--- config.mk ---
export PLATFORM = sky130hd
export DESIGN_NAME = contador_param
export DESIGN_NICKNAME = d
export VERILOG_FILES = /design/src/rtl/contador_param.sv
export SDC_FILE = /design/constraint.sdc
export NUM_CORES = 1
export LEC_CHECK = 0
export ABC_AREA = 1
export CAP_MARGIN = 30
export CORE_AREA = 2 2 39 41
export CTS_BUF_LIST = sky130_fd_sc_hd__clkbuf_4
export CTS_CLUSTER_SIZE = 10
export DETAILED_ROUTE_END_ITERATION = 16
export DIE_AREA = 0 0 41 43
export HOLD_SLACK_MARGIN = 0.08
export PLACE_DENSITY = 0.67
export REMOVE_ABC_BUFFERS = 1
export SYNTH_ARGS = -nofsm -noshare
export SYNTH_HDL_FRONTEND = slang
export SYNTH_SLANG_ARGS = --single-unit
--- constraint.sdc ---
create_clock -name CLK -period 5.1 [get_ports CLK]
set_input_delay 1.53 -clock CLK [delete_from_list [all_inputs] [get_ports CLK]]
set_output_delay 1.53 -clock CLK [all_outputs]
set_load 0.01 [all_outputs]
--- src/rtl/contador_param.sv ---
// Parameterised up/down/step counter with parallel load,
// optional saturation, registered RCO and combinational TC.
module contador_param #(
  parameter int          WIDTH = 4,
  parameter int unsigned STEP  = 3,
  parameter bit          SAT   = 1'b0
) (
  input  logic             CLK,
  input  logic             RESET_L,
  input  logic             ENB,
  input  logic [1:0]       MODO,
  input  logic [WIDTH-1:0] D,
  output logic [WIDTH-1:0] Q,
  output logic             RCO,
  output logic             TC
);

  localparam logic [WIDTH:0] ONE    = (WIDTH+1)'(1);
  localparam logic [WIDTH:0] STEP_X = (WIDTH+1)'(STEP);
  localparam logic [WIDTH-1:0] MAX  = '1;

  if (WIDTH < 2 || WIDTH > 32) begin : g_bad_width
    $error("contador_param: WIDTH out of range");
  end
  if (STEP < 1 || 64'(STEP) > ((64'd1 << WIDTH) - 64'd1)) begin : g_bad_step
    $error("contador_param: STEP out of range");
  end

  logic [WIDTH:0]   ext;
  logic [WIDTH:0]   res;
  logic             bnd;
  logic [WIDTH-1:0] q_nxt;

  // Extra MSB of res is the carry (up) or borrow (down).
  always_comb begin
    ext = {1'b0, Q};
    res = ext;
    unique case (MODO)
      2'b00:   res = ext + ONE;
      2'b01:   res = ext - ONE;
      2'b10:   res = ext - STEP_X;
      default: res = {1'b0, D};
    endcase
  end

  assign bnd = ENB && (MODO != 2'b11) && res[WIDTH];
  assign TC  = bnd;

  always_comb begin
    q_nxt = Q;
    if (ENB) begin
      q_nxt = res[WIDTH-1:0];
      if (bnd && SAT) begin
        q_nxt = (MODO == 2'b00) ? MAX : '0;
      end
    end
  end

  always_ff @(posedge CLK or negedge RESET_L) begin
    if (!RESET_L) begin
      Q   <= '0;
      RCO <= 1'b0;
    end else begin
      Q   <= q_nxt;
      RCO <= bnd;
    end
  end

endmodule

## Word-level counts from Yosys, hierarchy flattened

Cells that the tools add are included.

- Output and inout port bits: 6
- Flip-flop bits (word level): 5
- Bits of input ports: 9

- Add/subtract/negate cells: 3
- Multiplexer cells: 1
- Eq/ne operators: 3
- Reductions and logical operators: 3

Operator list:

| operator | number |
|---|---|
| case mux 5 bit (3 select lines) | 1 |
| adder 4 x 1 -> 5 bit, second input constant | 1 |
| subtractor 4 x 1 -> 5 bit, second input constant | 1 |
| subtractor 4 x 2 -> 5 bit, second input constant | 1 |
| == test 2 x 1 -> 1 bit, second input constant | 1 |
| == test 2 bit, second input constant | 1 |
| logical AND 1 bit | 2 |
| logical NOT 2 bit | 1 |
| != test 2 bit, second input constant | 1 |

## Depth between registers and ports, before layout

Gate-level depths: netlist (run 1).

- Depth after elaboration: 3
- Depth in mapped cells: 10

## Least setup slack after synthesis (run 1)

No wires, ideal clock.

- Path kind: input port to output port
- From: input MODO[1]
- To: output TC
- Buffers on the path: 0
- Slack: 0.878 ns
- Data arrival time: 2.692 ns
- Cell stages on the path: 9
- Cell sequence: inv_1 > ha_1 > inv_1 > ha_1 > nand2_1 > nand2_1 > a21oi_1 > nor2_1 > nor2_2

- Cells in the longest elaborated chain, start to end: 3

RTL lines:

| element | RTL line | source |
|---|---|---|
| from (decl) | 11 | `input logic [1:0] MODO,` |
| == test 2 bit, or another cell as far along | 38 | `unique case (MODO)` |
| case mux 5 bit (3 select lines) / logical AND 1 bit (equally long branches) | 38, 46 |  |
| logical AND 1 bit * | 46 | `assign bnd = ENB && (MODO != 2'b11) && res[WIDTH];` |
| to (decl) | 15 | `output logic TC` |

Every way passes the cells marked *; elsewhere a longest branch is shown, timed or not.

## Final worst setup path (run 1)

Same ends and word-level chain as after synthesis.

==> out/results.md, run 1 <==
### Synth
• **total of flip-flops plus latches after synthesis** 5
• **EDFF count, synth** 0
• **Cells after Synth** 48
• **Avg Cell Area, Syn** 7.77 um2
• **count of unique library cells instantiated by Yosys** 14
• **leading post-synthesis cells by instance count** 11 x sky130_fd_sc_hd__nand2_1, 5 x sky130_fd_sc_hd__a21oi_1, 5 x sky130_fd_sc_hd__dfrtp_1, 5 x sky130_fd_sc_hd__ha_1
• **post-synth design cell area** 373 um2
• **share of synthesized area occupied by flip-flops and latches** 0.336
• **most repeated cell in the gate-level netlist after synthesis** sky130_fd_sc_hd__nand2_1
• **yosys warns** 0
• **ys async rst share** 1.00
• **leading cell types by total area after synthesis** sky130_fd_sc_hd__dfrtp_1 34%, sky130_fd_sc_hd__ha_1 17%, sky130_fd_sc_hd__nand2_1 11%
• **Synth area leader** sky130_fd_sc_hd__dfrtp_1
• **Primary FF master, synth** sky130_fd_sc_hd__dfrtp_1
• **share of the synthesized area in the top cell type** 0.336

### Clock tree
• **Hold Buf Count CTS** 0
• **number of clock buffers inserted by TritonCTS** 3
• **TritonCTS clock tree** built
• **number of sinks handled by clock tree synthesis** 5
• **CTS max path bufs** 2
• **clock slew at the register clock pins of the worst setup and hold paths** 40 ps
• **source-to-sink clock delay at the later pin of the worst-skew pair** 240 ps
• **master cell of the clock root buffer** sky130_fd_sc_hd__clkbuf_4
• **maximum level of the CTS H-tree** 1

### Cells and area
• **filler cell count** 137
• **Non-Filler Instances** 88
• **diode insertion count for antenna repair** 0
• **net count of the finished layout** 88
• **share of final-layout standard cells stronger than drive strength 1** 0.208
• **layout overhead on the synthesized area** 67.1%
• **Final Cell Area** 623 um2

### Die
• **number of standard-cell rows in the floorplan** 14
• **initial cell density of the core** 0.269
• **horizontal die dimension** 41 um
• **core region area** 1380 um2
• **Die Outline Area** 1760 um2
• **number of top-level pins** 15
• **die span in y** 43 um

### Global route
• **pin count of the biggest net entering global routing** 6
• **antenna violations before repair** 0
• **vias in the first global route** 344
• **All-Layer GR Usage** 0.125
• **total global routing overflow** 0
• **wire length of the first global-routing pass** 1.47 mm

### STA
• **total count of max-transition violations in the final report** 0
• **final critical-path share of the clock period** 0.969
• **achievable frequency** 202 MHz
• **final number of hold-violating endpoints** 0
• **setup repair after global routing missed its margin** no
• **max_slew headroom** 0.848
• **actual slew at the worst max-slew pin** 228 ps
• **minimum clock period after layout** 4940 ps
• **skew final** 4.64 ps
• **number of setup violations in the final report** 0

### Placement
• **last weighted congestion value of the routability-driven placer** 0.755
• **number of buffers inserted by port buffering** 14
• **total cell area at the placement stage** 578 um2
• **Placed Cells** 84
• **detailed placement HPWL** 755 um

### Critical path
• **Worst Path Class, Setup** in2out
• **data arrival time at the worst-slack endpoint** 3410 ps
• **required time worst endpoint** 3570 ps
• **startpoint kind of the worst setup timing path** input port
• **Max FO, Critical Path** 2
• **critical path capture point type** output pin

### Detailed routing
• **post-detailed-route wirelength per cell** 10.1 um
• **number of detailed-routing iterations run before antenna repair** 4
• **mean number of vias per cell** 4.34
• **Starting DRT DRC Count** 9
• **residual DRC count** 0
• **remaining number of nets flagged by the antenna check after routing** 0
• **count of vias placed by the detailed router** 382
• **drt total wl** 889 um

### Power and ir drop
• **reported leakage power** 0.000305 uW
• **PwrDens** 351 nW/um2
• **maximum vdd ir drop** 0.259 mV

### Run status
• **status** completed

### Worst hold path
• **kind of path behind the tightest hold check** reg2reg

### Job
• **Max Cap Viol** 0

[metal layers]
layer | GRT usage | wire length, um
met5 | 0 | 0
met2 | 0.172 | 464
met1 | 0.178 | 398
met3 | 0.0314 | 27
met4 | 0.0600 | 0
[power breakdown]
part	switching, uW	internal (uW)	total [uW]
Combinational	47.9	61.2	109
Sequential	10.3	49.0	59.3
Clock	15.3	34.8	50.1
Total	73.5	145	218
[area by class of cell]
type | instances | area, um2 | share of cell area
Sequential cell | 5 | 125 | 0.201
Timing Repair Buffer | 20 | 184 | 0.295
Multi-Input combinational cell | 37 | 241 | 0.388
Inverter | 6 | 22.5 | 0.0361
Tap cell | 16 | 20.0 | 0.0321
Clock buffer | 4 | 30.0 | 0.0482
[cells in the final DEF, fill, tap and decap left out, types with 3 or more instances in the layout]
master	netlist	layout
sky130_fd_sc_hd__nand2_1	11	11
sky130_fd_sc_hd__clkdlybuf4s50_1	0	13
sky130_fd_sc_hd__buf_4	0	6
sky130_fd_sc_hd__dfrtp_1	5	5
sky130_fd_sc_hd__clkbuf_4	0	4
sky130_fd_sc_hd__nand3_1	4	4
sky130_fd_sc_hd__inv_1	4	4
sky130_fd_sc_hd__a21oi_1	5	4
sky130_fd_sc_hd__nor2_1	4	4
sky130_fd_sc_hd__o21ai_1	3	3
sky130_fd_sc_hd__ha_1	5	4
[registers in the layout, summed over array words and instances, names as in the netlist]
signal,flops
RCO,1
Q,4
[cell families after synthesis]
kind of cell,count (synthesis),share of synthesized area
adders and majority gates,6,0.221
DFF,5,0.336
and+or+nand+nor,20,0.221
AOI/OAI and AO/OA,11,0.161
buffers and inverters,6,0.0604
[final timing paths]
check	startpoint	to	slack, ps	cells past startpoint
max in group asynchronous	RESET_L	Q[2]$_DFFE_PN0P_	3390	1
max	MODO[1]	TC	160	10
min reg2reg	Q[3]$_DFFE_PN0P_	Q[3]$_DFFE_PN0P_	530	2
max reg2reg	Q[0]$_DFFE_PN0P_	RCO$_DFF_PN0_	3610	7
min	Q[3]$_DFFE_PN0P_	Q[3]$_DFFE_PN0P_	530	2
min in group asynchronous	RESET_L	Q[0]$_DFFE_PN0P_	1510	1
[critical path: stages]
cell                              delay, ps
sky130_fd_sc_hd__clkdlybuf4s50_1        470
sky130_fd_sc_hd__inv_1                   40
sky130_fd_sc_hd__ha_1                   210
sky130_fd_sc_hd__fa_1                   400
sky130_fd_sc_hd__nand2_1                 80
sky130_fd_sc_hd__nand2_1                 60
sky130_fd_sc_hd__a21oi_2                170
sky130_fd_sc_hd__nor2_1                  60
sky130_fd_sc_hd__nor2_2                 110
sky130_fd_sc_hd__dlygate4sd2_1          270
[metrics by stage]
stage	setup slack [ps]	hold WS [ps]	power (uW)	utilization	TNS, ps
finish	158	531	218	0.450	0
global route	24.9	580	240	0.450	0
global placement	-120	527	162	0.418	-120
CTS	147	537	219	0.441	0
floorplan	878	535	108	-	0
detailed placement	-158	521	165	0.418	-158
[timing repair]
| item | in CTS | in global routing |
|---|---|---|
| cloned | 0 | 0 |
| setup buffers | 0 | 0 |
| resized for setup | 2 | 1 |
| endpoints found under the setup margin | 1 | 1 |
| pin swaps | 0 | 1 |
Power figures use the tool's default switching activity.
==> run 2, diff against run 1 <==
--- a/config.mk
+++ b/config.mk
@@ -12,6 +12,7 @@
 export CTS_CLUSTER_SIZE = 10
 export DETAILED_ROUTE_END_ITERATION = 16
 export DIE_AREA = 0 0 41 43
+export GPL_ROUTABILITY_DRIVEN = 0
 export HOLD_SLACK_MARGIN = 0.08
 export PLACE_DENSITY = 0.67
 export REMOVE_ABC_BUFFERS = 1
==> results of run 2 <==
The final DEF is identical to that of run 1; final timing and power are the same.
